## config.mk

```make
export PLATFORM = sky130hd
export DESIGN_NAME = reaction_round_ctrl_flat
export DESIGN_NICKNAME = d
export VERILOG_FILES = /design/src/rtl/reaction_round_ctrl_if.sv /design/src/rtl/reaction_round_ctrl.sv /design/src/flat_wrapper.sv
export SDC_FILE = /design/constraint.sdc
export NUM_CORES = 1
export LEC_CHECK = 0
export CORE_MARGIN = 8
export CORE_UTILIZATION = 40
export DETAILED_ROUTE_END_ITERATION = 16
export DONT_BUFFER_PORTS = 1
export PLACE_DENSITY = 0.54
export SLEW_MARGIN = 5
export SYNTH_ARGS = -nofsm -noshare
export SYNTH_HDL_FRONTEND = slang
export SYNTH_SLANG_ARGS = --single-unit
```

## constraint.sdc

```tcl
create_clock -name clk -period 7 [get_ports clk]
set_input_delay 1.4 -clock clk [delete_from_list [all_inputs] [get_ports clk]]
set_output_delay 1.4 -clock clk [all_outputs]
set_load 0.02 [all_outputs]
```

## src/rtl/reaction_round_ctrl_if.sv

```systemverilog
// Bus bundle for the reaction-round session sequencer.
// Handshake: rand_req is high for exactly one cycle, the cycle the
// sequencer spends arming a trial. rand_num must already be valid and stable
// during that cycle. It is captured on the clock edge that ends the cycle,
// and no acknowledge is returned. All other inputs are single-cycle strobes
// with no back-pressure.
interface reaction_round_ctrl_if #(
    parameter int TIME_W = 16,
    parameter int RAND_W = 13
);
    logic              start;
    logic              act;
    logic              tick;
    logic [RAND_W-1:0] rand_num;
    logic              rand_req;
    logic              lamp;
    logic              busy;
    logic [2:0]        round_idx;
    logic [TIME_W-1:0] last_time;
    logic [TIME_W-1:0] best_time;
    logic [TIME_W-1:0] avg_time;
    logic              result_valid;
    logic              false_start;
    logic              timed_out;
    logic              done;
    logic [2:0]        state_dbg;

    modport master (
        output start, act, tick, rand_num,
        input  rand_req, lamp, busy, round_idx, last_time, best_time, avg_time,
        input  result_valid, false_start, timed_out, done, state_dbg
    );

    modport slave (
        input  start, act, tick, rand_num,
        output rand_req, lamp, busy, round_idx, last_time, best_time, avg_time,
        output result_valid, false_start, timed_out, done, state_dbg
    );
endinterface

```

## src/rtl/reaction_round_ctrl.sv

```systemverilog
// Session sequencer for the reaction-time tester: runs ROUNDS trials per
// start press, handles false starts and timeouts, and keeps the last, best
// and average reaction times. The interface TIME_W/RAND_W must match the
// parameters given here.
module reaction_round_ctrl #(
    parameter int ROUNDS    = 4,
    parameter int TIME_W    = 16,
    parameter int RAND_W    = 13,
    parameter int MIN_DELAY = 500,
    parameter int TIMEOUT   = 2000
) (
    input logic                  clk,
    input logic                  rst,
    reaction_round_ctrl_if.slave bus
);
    localparam int DLY_W  = RAND_W + 1;
    localparam int SUM_W  = TIME_W + 3;
    localparam int LOG2_R = $clog2(ROUNDS);

    localparam logic [2:0] S_IDLE   = 3'd0;
    localparam logic [2:0] S_ARM    = 3'd1;
    localparam logic [2:0] S_WAIT   = 3'd2;
    localparam logic [2:0] S_GO     = 3'd3;
    localparam logic [2:0] S_RECORD = 3'd4;
    localparam logic [2:0] S_FAULT  = 3'd5;
    localparam logic [2:0] S_NEXT   = 3'd6;
    localparam logic [2:0] S_DONE   = 3'd7;

    logic [2:0]        state_q,        state_d;
    logic [DLY_W-1:0]  delay_cnt_q,    delay_cnt_d;
    logic [TIME_W-1:0] react_cnt_q,    react_cnt_d;
    logic [TIME_W-1:0] rec_val_q,      rec_val_d;
    logic [2:0]        round_idx_q,    round_idx_d;
    logic [SUM_W-1:0]  sum_q,          sum_d;
    logic [TIME_W-1:0] last_time_q,    last_time_d;
    logic [TIME_W-1:0] best_time_q,    best_time_d;
    logic [TIME_W-1:0] avg_time_q,     avg_time_d;
    logic              result_valid_q, result_valid_d;
    logic              timed_out_q,    timed_out_d;

    // Next-state and datapath: one case arm per state, everything registered.
    always_comb begin
        state_d        = state_q;
        delay_cnt_d    = delay_cnt_q;
        react_cnt_d    = react_cnt_q;
        rec_val_d      = rec_val_q;
        round_idx_d    = round_idx_q;
        sum_d          = sum_q;
        last_time_d    = last_time_q;
        best_time_d    = best_time_q;
        avg_time_d     = avg_time_q;
        result_valid_d = 1'b0;
        timed_out_d    = 1'b0;
        case (state_q)
            S_IDLE, S_DONE: begin
                // A new session wipes the statistics and starts at round 0.
                if (bus.start) begin
                    sum_d       = '0;
                    best_time_d = '1;
                    last_time_d = '0;
                    avg_time_d  = '0;
                    round_idx_d = '0;
                    state_d     = S_ARM;
                end
            end
            S_ARM: begin
                delay_cnt_d = DLY_W'(bus.rand_num) + DLY_W'(MIN_DELAY);
                state_d     = S_WAIT;
            end
            S_WAIT: begin
                // act wins even against the tick that would light the lamp.
                if (bus.act) begin
                    state_d = S_FAULT;
                end else if (bus.tick) begin
                    delay_cnt_d = delay_cnt_q - DLY_W'(1);
                    if (delay_cnt_q == DLY_W'(1)) begin
                        react_cnt_d = '0;
                        state_d     = S_GO;
                    end
                end
            end
            S_GO: begin
                // On act+tick the pre-increment count is the reaction time.
                if (bus.act) begin
                    rec_val_d = react_cnt_q;
                    state_d   = S_RECORD;
                end else if (bus.tick) begin
                    if (react_cnt_q == TIME_W'(TIMEOUT - 1)) begin
                        rec_val_d   = TIME_W'(TIMEOUT);
                        timed_out_d = 1'b1;
                        state_d     = S_RECORD;
                    end else begin
                        react_cnt_d = react_cnt_q + TIME_W'(1);
                    end
                end
            end
            S_RECORD: begin
                last_time_d    = rec_val_q;
                result_valid_d = 1'b1;
                if (rec_val_q < best_time_q) begin
                    best_time_d = rec_val_q;
                end
                sum_d   = sum_q + SUM_W'(rec_val_q);
                state_d = S_NEXT;
            end
            S_NEXT: begin
                if (round_idx_q == 3'(ROUNDS - 1)) begin
                    avg_time_d = TIME_W'(sum_q >> LOG2_R);
                    state_d    = S_DONE;
                end else begin
                    round_idx_d = round_idx_q + 3'd1;
                    state_d     = S_ARM;
                end
            end
            S_FAULT: begin
                // Retry the same round; nothing recorded for the aborted trial.
                if (bus.start) begin
                    state_d = S_ARM;
                end
            end
            default: state_d = S_IDLE;
        endcase
    end

    // State and datapath registers with asynchronous reset.
    always_ff @(posedge clk or posedge rst) begin
        if (rst) begin
            state_q        <= S_IDLE;
            delay_cnt_q    <= '0;
            react_cnt_q    <= '0;
            rec_val_q      <= '0;
            round_idx_q    <= '0;
            sum_q          <= '0;
            last_time_q    <= '0;
            best_time_q    <= '1;
            avg_time_q     <= '0;
            result_valid_q <= 1'b0;
            timed_out_q    <= 1'b0;
        end else begin
            state_q        <= state_d;
            delay_cnt_q    <= delay_cnt_d;
            react_cnt_q    <= react_cnt_d;
            rec_val_q      <= rec_val_d;
            round_idx_q    <= round_idx_d;
            sum_q          <= sum_d;
            last_time_q    <= last_time_d;
            best_time_q    <= best_time_d;
            avg_time_q     <= avg_time_d;
            result_valid_q <= result_valid_d;
            timed_out_q    <= timed_out_d;
        end
    end

    // Status outputs decode directly from the registered state, so lamp
    // drops as soon as reset clears the state register.
    assign bus.rand_req     = (state_q == S_ARM);
    assign bus.lamp         = (state_q == S_GO);
    assign bus.busy         = (state_q != S_IDLE) && (state_q != S_DONE);
    assign bus.false_start  = (state_q == S_FAULT);
    assign bus.done         = (state_q == S_DONE);
    assign bus.round_idx    = round_idx_q;
    assign bus.last_time    = last_time_q;
    assign bus.best_time    = best_time_q;
    assign bus.avg_time     = avg_time_q;
    assign bus.result_valid = result_valid_q;
    assign bus.timed_out    = timed_out_q;
    assign bus.state_dbg    = state_q;
endmodule
```

## src/flat_wrapper.sv

```systemverilog
// flat-port wrapper written by rule: the top's interface ports become plain ports
module reaction_round_ctrl_flat 
#(
    parameter int ROUNDS    = 4,
    parameter int TIME_W    = 16,
    parameter int RAND_W    = 13,
    parameter int MIN_DELAY = 500,
    parameter int TIMEOUT   = 2000
)
  (clk, rst, bus_start, bus_act, bus_tick, bus_rand_num, bus_rand_req, bus_lamp, bus_busy, bus_round_idx, bus_last_time, bus_best_time, bus_avg_time, bus_result_valid, bus_false_start, bus_timed_out, bus_done, bus_state_dbg);
  reaction_round_ctrl_if #(.TIME_W(TIME_W), .RAND_W(RAND_W)) bus_i ();
  input logic clk;
  input logic rst;
  input wire logic [$bits(bus_i.start)-1:0] bus_start;
  input wire logic [$bits(bus_i.act)-1:0] bus_act;
  input wire logic [$bits(bus_i.tick)-1:0] bus_tick;
  input wire logic [$bits(bus_i.rand_num)-1:0] bus_rand_num;
  output wire logic [$bits(bus_i.rand_req)-1:0] bus_rand_req;
  output wire logic [$bits(bus_i.lamp)-1:0] bus_lamp;
  output wire logic [$bits(bus_i.busy)-1:0] bus_busy;
  output wire logic [$bits(bus_i.round_idx)-1:0] bus_round_idx;
  output wire logic [$bits(bus_i.last_time)-1:0] bus_last_time;
  output wire logic [$bits(bus_i.best_time)-1:0] bus_best_time;
  output wire logic [$bits(bus_i.avg_time)-1:0] bus_avg_time;
  output wire logic [$bits(bus_i.result_valid)-1:0] bus_result_valid;
  output wire logic [$bits(bus_i.false_start)-1:0] bus_false_start;
  output wire logic [$bits(bus_i.timed_out)-1:0] bus_timed_out;
  output wire logic [$bits(bus_i.done)-1:0] bus_done;
  output wire logic [$bits(bus_i.state_dbg)-1:0] bus_state_dbg;
  assign bus_i.start = bus_start;
  assign bus_i.act = bus_act;
  assign bus_i.tick = bus_tick;
  assign bus_i.rand_num = bus_rand_num;
  assign bus_rand_req = bus_i.rand_req;
  assign bus_lamp = bus_i.lamp;
  assign bus_busy = bus_i.busy;
  assign bus_round_idx = bus_i.round_idx;
  assign bus_last_time = bus_i.last_time;
  assign bus_best_time = bus_i.best_time;
  assign bus_avg_time = bus_i.avg_time;
  assign bus_result_valid = bus_i.result_valid;
  assign bus_false_start = bus_i.false_start;
  assign bus_timed_out = bus_i.timed_out;
  assign bus_done = bus_i.done;
  assign bus_state_dbg = bus_i.state_dbg;
  reaction_round_ctrl #(.ROUNDS(ROUNDS), .TIME_W(TIME_W), .RAND_W(RAND_W), .MIN_DELAY(MIN_DELAY), .TIMEOUT(TIMEOUT)) u_core (.clk(clk), .rst(rst), .bus(bus_i));
endmodule
```

==> results of run 1 <==
==> power by group through the flow <==
| stage | registers [W] | logic [W] | clock network, W |
|---|---|---|---|
| floorplan | 0.00122 | 0.000872 | 0 |
| global placement | 0.00133 | 0.000999 | 0 |
| detailed placement | 0.00134 | 0.00103 | 0 |
| CTS | 0.00133 | 0.00103 | 0.000861 |
| global route | 0.00136 | 0.00117 | 0.000893 |
| finish | 0.00132 | 0.00102 | 0.000842 |
==> final cells by class <==
class / instances / area [um^2]
clock buffers: 23 / 468
clock inverters: 9 / 100
repair buffers: 2 / 15.0
multi-input cells: 563 / 3540
flip-flops and latches: 120 / 3020
fillers: 1655 / 9110
well taps: 220 / 275
inverters: 28 / 108
==> final timing paths <==
kind | startpoint | end | cells past startpoint
max in group asynchronous | rst | u_core.react_cnt_q[12]$_DFFE_PP0P_ | 2
worst max-delay path | u_core.bus.state_dbg[2]$_DFFE_PP0P_ | u_core.bus.best_time[12]$_DFFE_PP1P_ | 4
worst min-delay path | u_core.sum_q[17]$_DFFE_PP0P_ | u_core.sum_q[17]$_DFFE_PP0P_ | 1
worst min register to register | u_core.sum_q[17]$_DFFE_PP0P_ | u_core.sum_q[17]$_DFFE_PP0P_ | 1
min in group asynchronous | rst | u_core.bus.avg_time[0]$_DFFE_PP0P_ | 1
worst max register to register | u_core.bus.state_dbg[2]$_DFFE_PP0P_ | u_core.bus.best_time[12]$_DFFE_PP1P_ | 4
==> synthesized netlist by cell type (13+ instances only) <==
| master | number | share of area [%] |
|---|---|---|
| nand2_1 | 114 | 6.3 |
| nand3_1 | 35 | 2.6 |
| a22o_1 | 13 | 1.7 |
| nor3_1 | 17 | 1.2 |
| ha_1 | 37 | 6.8 |
| nor2_1 | 52 | 2.9 |
| dfrtp_1 | 104 | 38 |
| inv_1 | 25 | 1.4 |
| xor2_1 | 19 | 2.4 |
| a21oi_1 | 48 | 3.5 |
| dfstp_2 | 16 | 6.2 |
| o21ai_0 | 54 | 4.0 |
| mux2i_1 | 19 | 2.8 |
| clkbuf_1 | 29 | 1.6 |
==> worst register-to-register path: stages (launching register included) <==
cell and delay [ns]:
dfrtp_1 0.61, and3_1 0.42, o21ai_2 0.91, a22o_1 0.93
mux2i_1 0.34
==> flip-flops by register name (all words and copies together) (netlist names) <==
name / count
u_core.react_cnt_q: 16
u_core.sum_q: 18
u_core.bus.result_valid: 1
u_core.bus.round_idx: 3
u_core.bus.timed_out: 1
u_core.bus.avg_time: 16
u_core.bus.last_time: 16
u_core.bus.state_dbg: 3
u_core.rec_val_q: 16
u_core.bus.best_time: 16
u_core.delay_cnt_q: 14
==> cell families (layout without fill, tap and decap cells) <==
logic type | Yosys count | after routing
adders and majority gates | 38 | 38
buffers and inverters | 65 | 62
xor gates and xnor gates | 30 | 30
and+or+nand+nor | 291 | 291
DFF | 120 | 120
AOI/OAI and AO/OA | 183 | 183
muxes | 21 | 21
==> metal layers <==
metal	GRT usage, %	vias up	part of all wire [%]
met4	6.13	0	1.8
met1	21.2	2525	46
met3	3.65	23	4.5
met2	26.4	98	48
met5	0	-	0
li1	-	2648	-
==> metrics by stage <==
step                hold slack [ns]  setup slack [ns]
detailed placement            0.484              3.70
CTS                           0.496              3.72
global route                  0.519              3.47
finish                        0.497              3.70
global placement              0.475              3.80
floorplan                     0.445              2.44
==> reports/metrics.csv, run 1 <==
stage;metric;value;unit
timing;Setup violations, final;0;
clocking;PostCTS Resize Cnt;0;
clocking;CTS tree;built;
power;worst vdd ir;0.295;mV
critical_path;CP max stage delay;0.92;ns
grt;total gr overflow;0;
final_layout;post-route cell area;7530;um^2
die;die width;147;um
final_layout;P&R area growth vs syn;10.5;%
place;post-detail-place hpwl;12.4;mm
routing;post-route ant nets;0;
timing;Tcrit/Tclk final;47.1;%
clocking;Clock Latency Late Sink;0.42;ns
routing;Final Routed Wirelength;17.0;mm
timing;RSZ-0062 raised after global routing;no;
power;cell area power density;424;nW/um^2
timing;worst slew pin tran;1.13;ns
final_layout;Layout Cells excl Fill;965;
power;NetSw;0.00133;W
clocking;clk sink count;120;
power;Flop pwr share;41.5;%
critical_path;Startpoint Class;register;
critical_path;Worst EP required;7.32;ns
grt;first-pass GRT wire length;28.4;mm
critical_path;critical setup path kind;register to register;
power;Leakage;3.59;nW
routing;routed vias;5294;
final_layout;most common cell after layout, fill and taps aside;nand2_1;
critical_path;R2R Setup Slk;3.70;ns
yosys;net count after synthesis;804;
die;die height;147;um
grt;gr usage total;16.4;%
routing;WL/cell;17.6;um
routing;1st-iter DRT viols;368;
critical_path;critical path cell sequence;and3_1 > o21ai_2 > a22o_1 > mux2i_1;
routing;drt pass-1 iters;4;
die;Core ar.;16600;um^2
yosys;Post-Synth Simple-Gate Area;20.7;%
power;Power Total;0.00319;W
yosys;Synth Instances;748;
timing;relative slew slack;24.9;%
yosys;sequential area share after synthesis;44.4;%
final_layout;# diodes;0;
routing;vias per cell;5.49;
power;switching share of power;41.6;%
yosys;Post-synth EDFFs;0;
clocking;Reg clk slew, reported paths;0.06;ns
critical_path;crit-path leading delay family;compound AO/OA/AOI/OAI gates;
yosys;Mean Syn Cell Area;9.11;um^2
place;port buffer count;0;
critical_path;Setup crit end kind;register;
grt;vias in the first global route;5293;
yosys;Synth cell types;63;
critical_path;CP max-delay cell;a22o_1;
yosys;Synth Area in XOR/XNOR;3.86;%
yosys;post-synthesis mux area share;3.12;%
timing;Max Freq;303;MHz
final_layout;Core Util, Final;45.3;%
yosys;main combinational cell family by area after synthesis;simple AND/OR/NAND/NOR gates;
timing;Max Clock Skew;0.00948;ns
grt;maximum number of pins on one net before global-route repair;63;
critical_path;Max FO, Critical Path;22;
clocking;total CTS buffers;17;
final_layout;nets;788;
place;Placed Cells;933;
die;Starting Density;41.0;%
timing;minimum clock period;3.30;ns
routing;DRC Markers;0;
power;Internal;0.00186;W
clocking;Hold-fix buffers, CTS;0;
worst_hold_path;Tightest Hold Check Type;register to register;
power;clock power share;26.4;%
grt;initial antenna violation count;0;
place;Post-DP Area;6960;um^2
yosys;Mapped Area;6820;um^2
timing;Hold Fails Final Rpt;0;
yosys;Synth Flop Type;dfrtp_1;
clocking;# Post-CTS Setup Buffers;0;
clocking;H-Tree Depth;4;
die;Ports;79;
flow_run;Max-Cap Viols;0;
final_layout;most used cells in the layout excluding fill and tap cells;114 x nand2_1, 104 x dfrtp_1, 53 x o21ai_0;
clocking;Clock Path Buffers;2;
clocking;Clock Tree Root;clkbuf_16;
yosys;number of synthesized register bits;120;
yosys;Yosys warnings;0;
yosys;post-synthesis adder-cell area fraction;7.09;%
power;Combinational Power Share;32.1;%
timing;Setup TNS Final;0;ns
place;RePlAce Congestion;0.828;
outcome;status;finished clean;
yosys;Post-synth ARST share;100;%
critical_path;WP buf/inv;0;
critical_path;CP arrival;3.62;ns
final_layout;layout cell share with drive strength beyond 1;8.05;%
timing;Slew Limit Fails;0;
die;Die Area;21500;um^2
yosys;compound-cell area share of the yosys netlist;17.1;%
die;FP Rows;47;
Power figures use the tool's default switching activity.
==> run 2: changes to the inputs <==
Settings changed: PLACE_DENSITY 0.54 to 0.56.
Clock period 7 ns to 2.7 ns, I/O delays scaled along.
==> reports/metrics.csv, run 2 (synthesized netlist as in run 1, its figures left out) <==
stage;metric;value;unit;change
critical_path;WP buf/inv;1;;+1
clocking;Clock Latency Late Sink;0.42;ns;about the same
grt;vias in the first global route;5346;;+1.0%
clocking;Clock Path Buffers;2;;unchanged
die;FP Rows;47;;unchanged
final_layout;most used cells in the layout excluding fill and tap cells;114 x nand2_1, 104 x dfrtp_1, 53 x o21ai_0;;
critical_path;CP max stage delay;0.50;ns;-0.42 ns
clocking;H-Tree Depth;4;;unchanged
grt;initial antenna violation count;0;;unchanged
grt;total gr overflow;0;;unchanged
clocking;CTS tree;built;;
timing;relative slew slack;24.7;%;-0.18 points
routing;Final Routed Wirelength;17.3;mm;+1.6%
critical_path;Startpoint Class;register;;
timing;Setup violations, final;0;;unchanged
routing;DRC Markers;0;;unchanged
final_layout;# diodes;0;;unchanged
die;Die Area;21500;um^2;unchanged
critical_path;CP arrival;2.67;ns;-0.95 ns
place;Post-DP Area;7150;um^2;+2.6%
timing;worst slew pin tran;1.13;ns;+0.00275 ns
critical_path;Worst EP required;3.00;ns;-4.32 ns
routing;drt pass-1 iters;5;;+1
grt;first-pass GRT wire length;28.5;mm;+0.51%
final_layout;most common cell after layout, fill and taps aside;nand2_1;;
die;Ports;79;;unchanged
timing;Tcrit/Tclk final;87.8;%;+41 points
critical_path;CP max-delay cell;or4b_1;;
final_layout;layout cell share with drive strength beyond 1;10.7;%;+2.7 points
place;post-detail-place hpwl;12.6;mm;+1.1%
critical_path;crit-path leading delay family;simple AND/OR/NAND/NOR gates;;
critical_path;R2R Setup Slk;0.33;ns;-3.37 ns
final_layout;nets;809;;+2.7%
timing;Max Freq;422;MHz;+39%
power;Leakage;3.73;nW;+3.9%
critical_path;critical setup path kind;register to register;;
power;cell area power density;1120;nW/um^2;+160%
timing;Slew Limit Fails;0;;unchanged
routing;post-route ant nets;0;;unchanged
final_layout;area of the multi-input gates;3540;um^2;unchanged
final_layout;Core Util, Final;46.7;%;+1.4 points
timing;Max Clock Skew;0.00874;ns;-0.000741 ns
timing;Hold Fails Final Rpt;0;;unchanged
clocking;Reg clk slew, reported paths;0.05;ns;about the same
timing;Setup TNS Final;0;ns;unchanged
final_layout;max reg flops;18;;unchanged
critical_path;Setup crit end kind;register;;
die;Starting Density;41.0;%;unchanged
place;port buffer count;0;;unchanged
final_layout;Biggest register;u_core.sum_q;;
clocking;total CTS buffers;17;;unchanged
power;worst vdd ir;0.591;mV;+100%
final_layout;post-route cell area;7770;um^2;+3.2%
final_layout;P&R area growth vs syn;14.0;%;
routing;WL/cell;17.5;um;-0.61%
timing;RSZ-0062 raised after global routing;no;;
clocking;clk sink count;120;;unchanged
outcome;status;finished clean;;
place;RePlAce Congestion;0.870;;+5.1%
grt;maximum number of pins on one net before global-route repair;46;;-27%
die;die height;147;um;unchanged
flow_run;Max-Cap Viols;0;;unchanged
clocking;Hold-fix buffers, CTS;0;;unchanged
routing;vias per cell;5.66;;+3.1%
clocking;Clock Tree Root;clkbuf_16;;
final_layout;Layout Cells excl Fill;986;;+2.2%
routing;routed vias;5576;;+5.3%
timing;minimum clock period;2.37;ns;-0.928 ns
die;die width;147;um;unchanged
die;Core ar.;16600;um^2;unchanged
clocking;PostCTS Resize Cnt;0;;unchanged
final_layout;Register Area;3020;um^2;unchanged
grt;gr usage total;16.5;%;+0.11 points
critical_path;Max FO, Critical Path;5;;-77%
place;Placed Cells;954;;+2.3%
clocking;# Post-CTS Setup Buffers;0;;unchanged
final_layout;number of fill cells;1571;;-5.1%
critical_path;critical path cell sequence;inv_1 > ha_1 > or4b_1 > nor4b_4 > nand2b_1 > a21oi_1 > o32a_1;;
worst_hold_path;Tightest Hold Check Type;primary input to asynchronous set/reset pin;;
routing;1st-iter DRT viols;329;;-11%
[run 2: layout make-up]
type                    count  area share, %
repair buffers             23           2.54
inverters                  28           1.40
well taps                 220           3.54
flip-flops and latches    120           38.9
multi-input cells         563           45.6
clock buffers              23           6.15
clock inverters             9           1.87
[run 2: per-layer routing]
metal	track usage, %	up-vias	wire, um
li1	-	2689	-
met1	20.8	2724	7860
met2	25.8	143	8010
met3	5.62	20	1100
met4	5.87	0	279
met5	0	-	0
[run 2: worst paths after layout]
check	from	end	cells past startpoint
min in group clk	bus_rand_num[0]	u_core.delay_cnt_q[0]$_DFFE_PP0P_	2
worst max-delay path	u_core.delay_cnt_q[1]$_DFFE_PP0P_	u_core.bus.state_dbg[1]$_DFFE_PP0P_	7
max in group asynchronous	rst	u_core.bus.best_time[10]$_DFFE_PP1P_	2
worst min register to register	u_core.sum_q[17]$_DFFE_PP0P_	u_core.sum_q[17]$_DFFE_PP0P_	1
worst max register to register	u_core.delay_cnt_q[1]$_DFFE_PP0P_	u_core.bus.state_dbg[1]$_DFFE_PP0P_	7
worst min-delay path	rst	u_core.sum_q[1]$_DFFE_PP0P_	1
[run 2: metrics by stage]
| stage | worst slack (ns) | total power (W) | hold slack [ns] |
|---|---|---|---|
| final | 0.330 | 0.00870 | 0.139 |
| after global routing | 0.104 | 0.00931 | 0.199 |
| after CTS | 0.310 | 0.00877 | 0.152 |
| after detailed placement | 0.319 | 0.00633 | 0.479 |
| after global placement | 0.373 | 0.00623 | 0.471 |
| after floorplan | 0.349 | 0.00542 | 0.445 |
[run 2: where the power goes]
part	total [W]	switching (W)	leakage, nW	internal (W)
Sequential	0.00335	0.000931	1.54	0.00242
Combinational	0.00294	0.00178	1.88	0.00116
Clock	0.00241	0.000797	0.311	0.00161
Total	0.00870	0.00351	3.73	0.00519
[run 2: worst register-to-register path, cell delays in order, from the launching register on]
cell      delay, ns
dfrtp_1        0.40
inv_1          0.13
ha_1           0.17
or4b_1         0.50
nor4b_4        0.39
nand2b_1       0.17
a21oi_1        0.13
o32a_1         0.37
==> run 3: changes to the inputs <==
Settings changed: CORE_MARGIN 8 to not set, CORE_UTILIZATION 40 to 58, PLACE_DENSITY 0.56 to 0.76, RECOVER_POWER set to 100.
==> reports/metrics.csv, run 3 (synthesized netlist as in run 1, its figures left out) <==
stage;metric;value;unit;change
grt;gr usage total;27.1;%;+11 points
timing;Tcrit/Tclk final;93.5;%;+5.7 points
grt;maximum number of pins on one net before global-route repair;121;;+160%
routing;routed vias;5598;;+0.39%
final_layout;number of fill cells;939;;-40%
routing;post-route ant nets;0;;unchanged
critical_path;Setup crit end kind;register;;
final_layout;nets;811;;+0.25%
clocking;clk sink count;120;;unchanged
critical_path;crit-path leading delay family;buffers and inverters;;
clocking;Reg clk slew, reported paths;0.06;ns;about the same
clocking;Clock Path Buffers;2;;unchanged
grt;first-pass GRT wire length;26.3;mm;-7.8%
timing;final worst slack;0.176;ns;-0.154 ns
timing;RSZ-0062 raised after global routing;no;;
final_layout;most common cell after layout, fill and taps aside;nand2_1;;
timing;Slew Limit Fails;121;;+121
timing;Setup violations, final;0;;unchanged
clocking;Clock Latency Late Sink;0.42;ns;about the same
worst_hold_path;Tightest Hold Check Type;primary input to register;;
grt;vias in the first global route;5296;;-0.94%
critical_path;Worst Reg2Reg Path Length in Cells;7;;unchanged
timing;Max Clock Skew;0.00920;ns;+0.000453 ns
place;RePlAce Congestion;0.908;;+4.3%
flow_run;Max-Cap Viols;1;;+1
critical_path;CP arrival;2.83;ns;+0.16 ns
die;die width;110;um;-25%
power;cell area power density;1120;nW/um^2;-0.23%
final_layout;Core Util, Final;66.7;%;+20 points
die;Ports;79;;unchanged
die;die height;110;um;-25%
outcome;failing checks;capacitance limit, slew limit;;
critical_path;critical path cell sequence;clkbuf_1 > nand3b_1 > inv_2 > nand2_1 > o21ba_1 > nor2_1 > mux2_2;;
clocking;total CTS buffers;17;;unchanged
critical_path;Worst EP required;3.00;ns;about the same
timing;worst slew pin tran;1.61;ns;+0.484 ns
final_layout;P&R area growth vs syn;11.8;%;
routing;DRC Markers;0;;unchanged
timing;Setup TNS Final;0;ns;unchanged
critical_path;Stages on worst setup path;7;;unchanged
final_layout;max reg flops;18;;unchanged
routing;vias per cell;6.14;;+8.7%
timing;minimum clock period;2.52;ns;+0.154 ns
place;post-detail-place hpwl;11.2;mm;-11%
outcome;status;finished with violations;;
timing;Hold Fails Final Rpt;0;;unchanged
final_layout;# diodes;0;;unchanged
routing;WL/cell;17.5;um;-0.25%
critical_path;critical setup path kind;register to register;;
final_layout;most used cells in the layout excluding fill and tap cells;114 x nand2_1, 104 x dfrtp_1, 55 x o21ai_0;;
critical_path;Startpoint Class;register;;
routing;1st-iter DRT viols;372;;+13%
power;Leakage;3.68;nW;-1.4%
final_layout;layout cell share with drive strength beyond 1;8.07;%;-2.6 points
die;Starting Density;59.7;%;+19 points
routing;drt pass-1 iters;5;;unchanged
critical_path;CP max stage delay;0.50;ns;about the same
worst_hold_path;WHS Path Cells;2;;
clocking;CTS tree;built;;
routing;Final Routed Wirelength;15.9;mm;-7.8%
die;FP Rows;39;;-17%
critical_path;Max FO, Critical Path;13;;+8
clocking;H-Tree Depth;4;;unchanged
critical_path;WP buf/inv;2;;+1
grt;initial antenna violation count;0;;unchanged
power;worst vdd ir;0.862;mV;+46%
die;Core ar.;11400;um^2;-31%
critical_path;CP max-delay cell;dfrtp_1;;
place;post-place setup slack;0.0956;ns;-0.224 ns
timing;Max Freq;396;MHz;-6.1%
die;Die Area;12200;um^2;-43%
grt;total gr overflow;0;;unchanged
timing;relative slew slack;-7.56;%;-32 points
place;port buffer count;0;;unchanged
final_layout;Biggest register;u_core.sum_q;;
final_layout;Register Area;3020;um^2;unchanged
clocking;Clock Tree Root;clkbuf_16;;
final_layout;area of the multi-input gates;3540;um^2;-0.11%
## run 3: cell count changes in the layout (fill, tap and decap cells not counted), moves of 2 or more
| cell | previous run | this run |
|---|---|---|
| buf_12 | 2 | 0 |
| buf_4 | 21 | 17 |
| clkbuf_1 | 3 | 9 |
| dfstp_1 | 0 | 15 |
| dfstp_2 | 16 | 1 |
| o21ai_0 | 53 | 55 |
## run 3: area by class of cell
type / count / share of cell area (%)
well taps: 143 / 2.35
flip-flops and latches: 120 / 39.7
clock buffers: 24 / 6.45
repair buffers: 25 / 2.13
multi-input cells: 563 / 46.4
inverters: 28 / 1.40
clock inverters: 8 / 1.56
## run 3: report_power, final
| part | total, W | leakage (nW) | switching, W | internal (W) |
|---|---|---|---|---|
| Combinational | 0.00293 | 1.86 | 0.00181 | 0.00112 |
| Clock | 0.00232 | 0.304 | 0.000777 | 0.00154 |
| Sequential | 0.00326 | 1.52 | 0.000873 | 0.00239 |
## run 3: metal layers
metal	vias to the layer above	wire, um	global-route usage (%)	share of wire, %
met5	-	0	0	0
met4	0	430	12.6	2.7
li1	2690	-	-	-
met2	219	7600	43.8	48
met3	33	1100	6.70	6.9
met1	2656	6770	34.4	43
## run 3: worst paths after layout
check                                                    start                            endpoint  slack, ns
setup / recovery           u_core.bus.state_dbg[1]$_DFFE_PP0P_   u_core.react_cnt_q[0]$_DFFE_PP0P_       0.18
min in group asynchronous                                  rst  u_core.bus.avg_time[0]$_DFFE_PP0P_       0.58
setup reg to reg           u_core.bus.state_dbg[1]$_DFFE_PP0P_   u_core.react_cnt_q[0]$_DFFE_PP0P_       0.18
hold / removal                                 bus_rand_num[0]   u_core.delay_cnt_q[0]$_DFFE_PP0P_       0.25
max in group asynchronous                                  rst         u_core.sum_q[8]$_DFFE_PP0P_       1.09
hold reg to reg                   u_core.sum_q[17]$_DFFE_PP0P_        u_core.sum_q[17]$_DFFE_PP0P_       0.48
## run 3: repair_timing
| item | 4_1_cts | 5_1_grt |
|---|---|---|
| resized for setup | 0 | 2 |
| hold buffers | 0 | 0 |
| setup endpoints to repair | 0 | 17 |
| setup buffers | 0 | 0 |
## run 3: through the flow
step | hold WS [ns] | std cells | power, W | instance area, um^2
2_1_floorplan | 0.445 | 748 | 0.00542 | 6820
3_3_place_gp | 0.467 | 879 | 0.00610 | 7050
3_5_place_dp | 0.487 | 879 | 0.00626 | 7050
4_1_cts | 0.207 | 911 | 0.00861 | 7660
5_1_grt | 0.277 | 911 | 0.00903 | 7620
6_report | 0.251 | 911 | 0.00851 | 7620
## run 3: worst register-to-register path, cell delays in order (launching register included)
cell      delay (ns)
dfrtp_1         0.50
clkbuf_1        0.43
nand3b_1        0.23
inv_2           0.24
nand2_1         0.14
o21ba_1         0.45
nor2_1          0.13
mux2_2          0.29
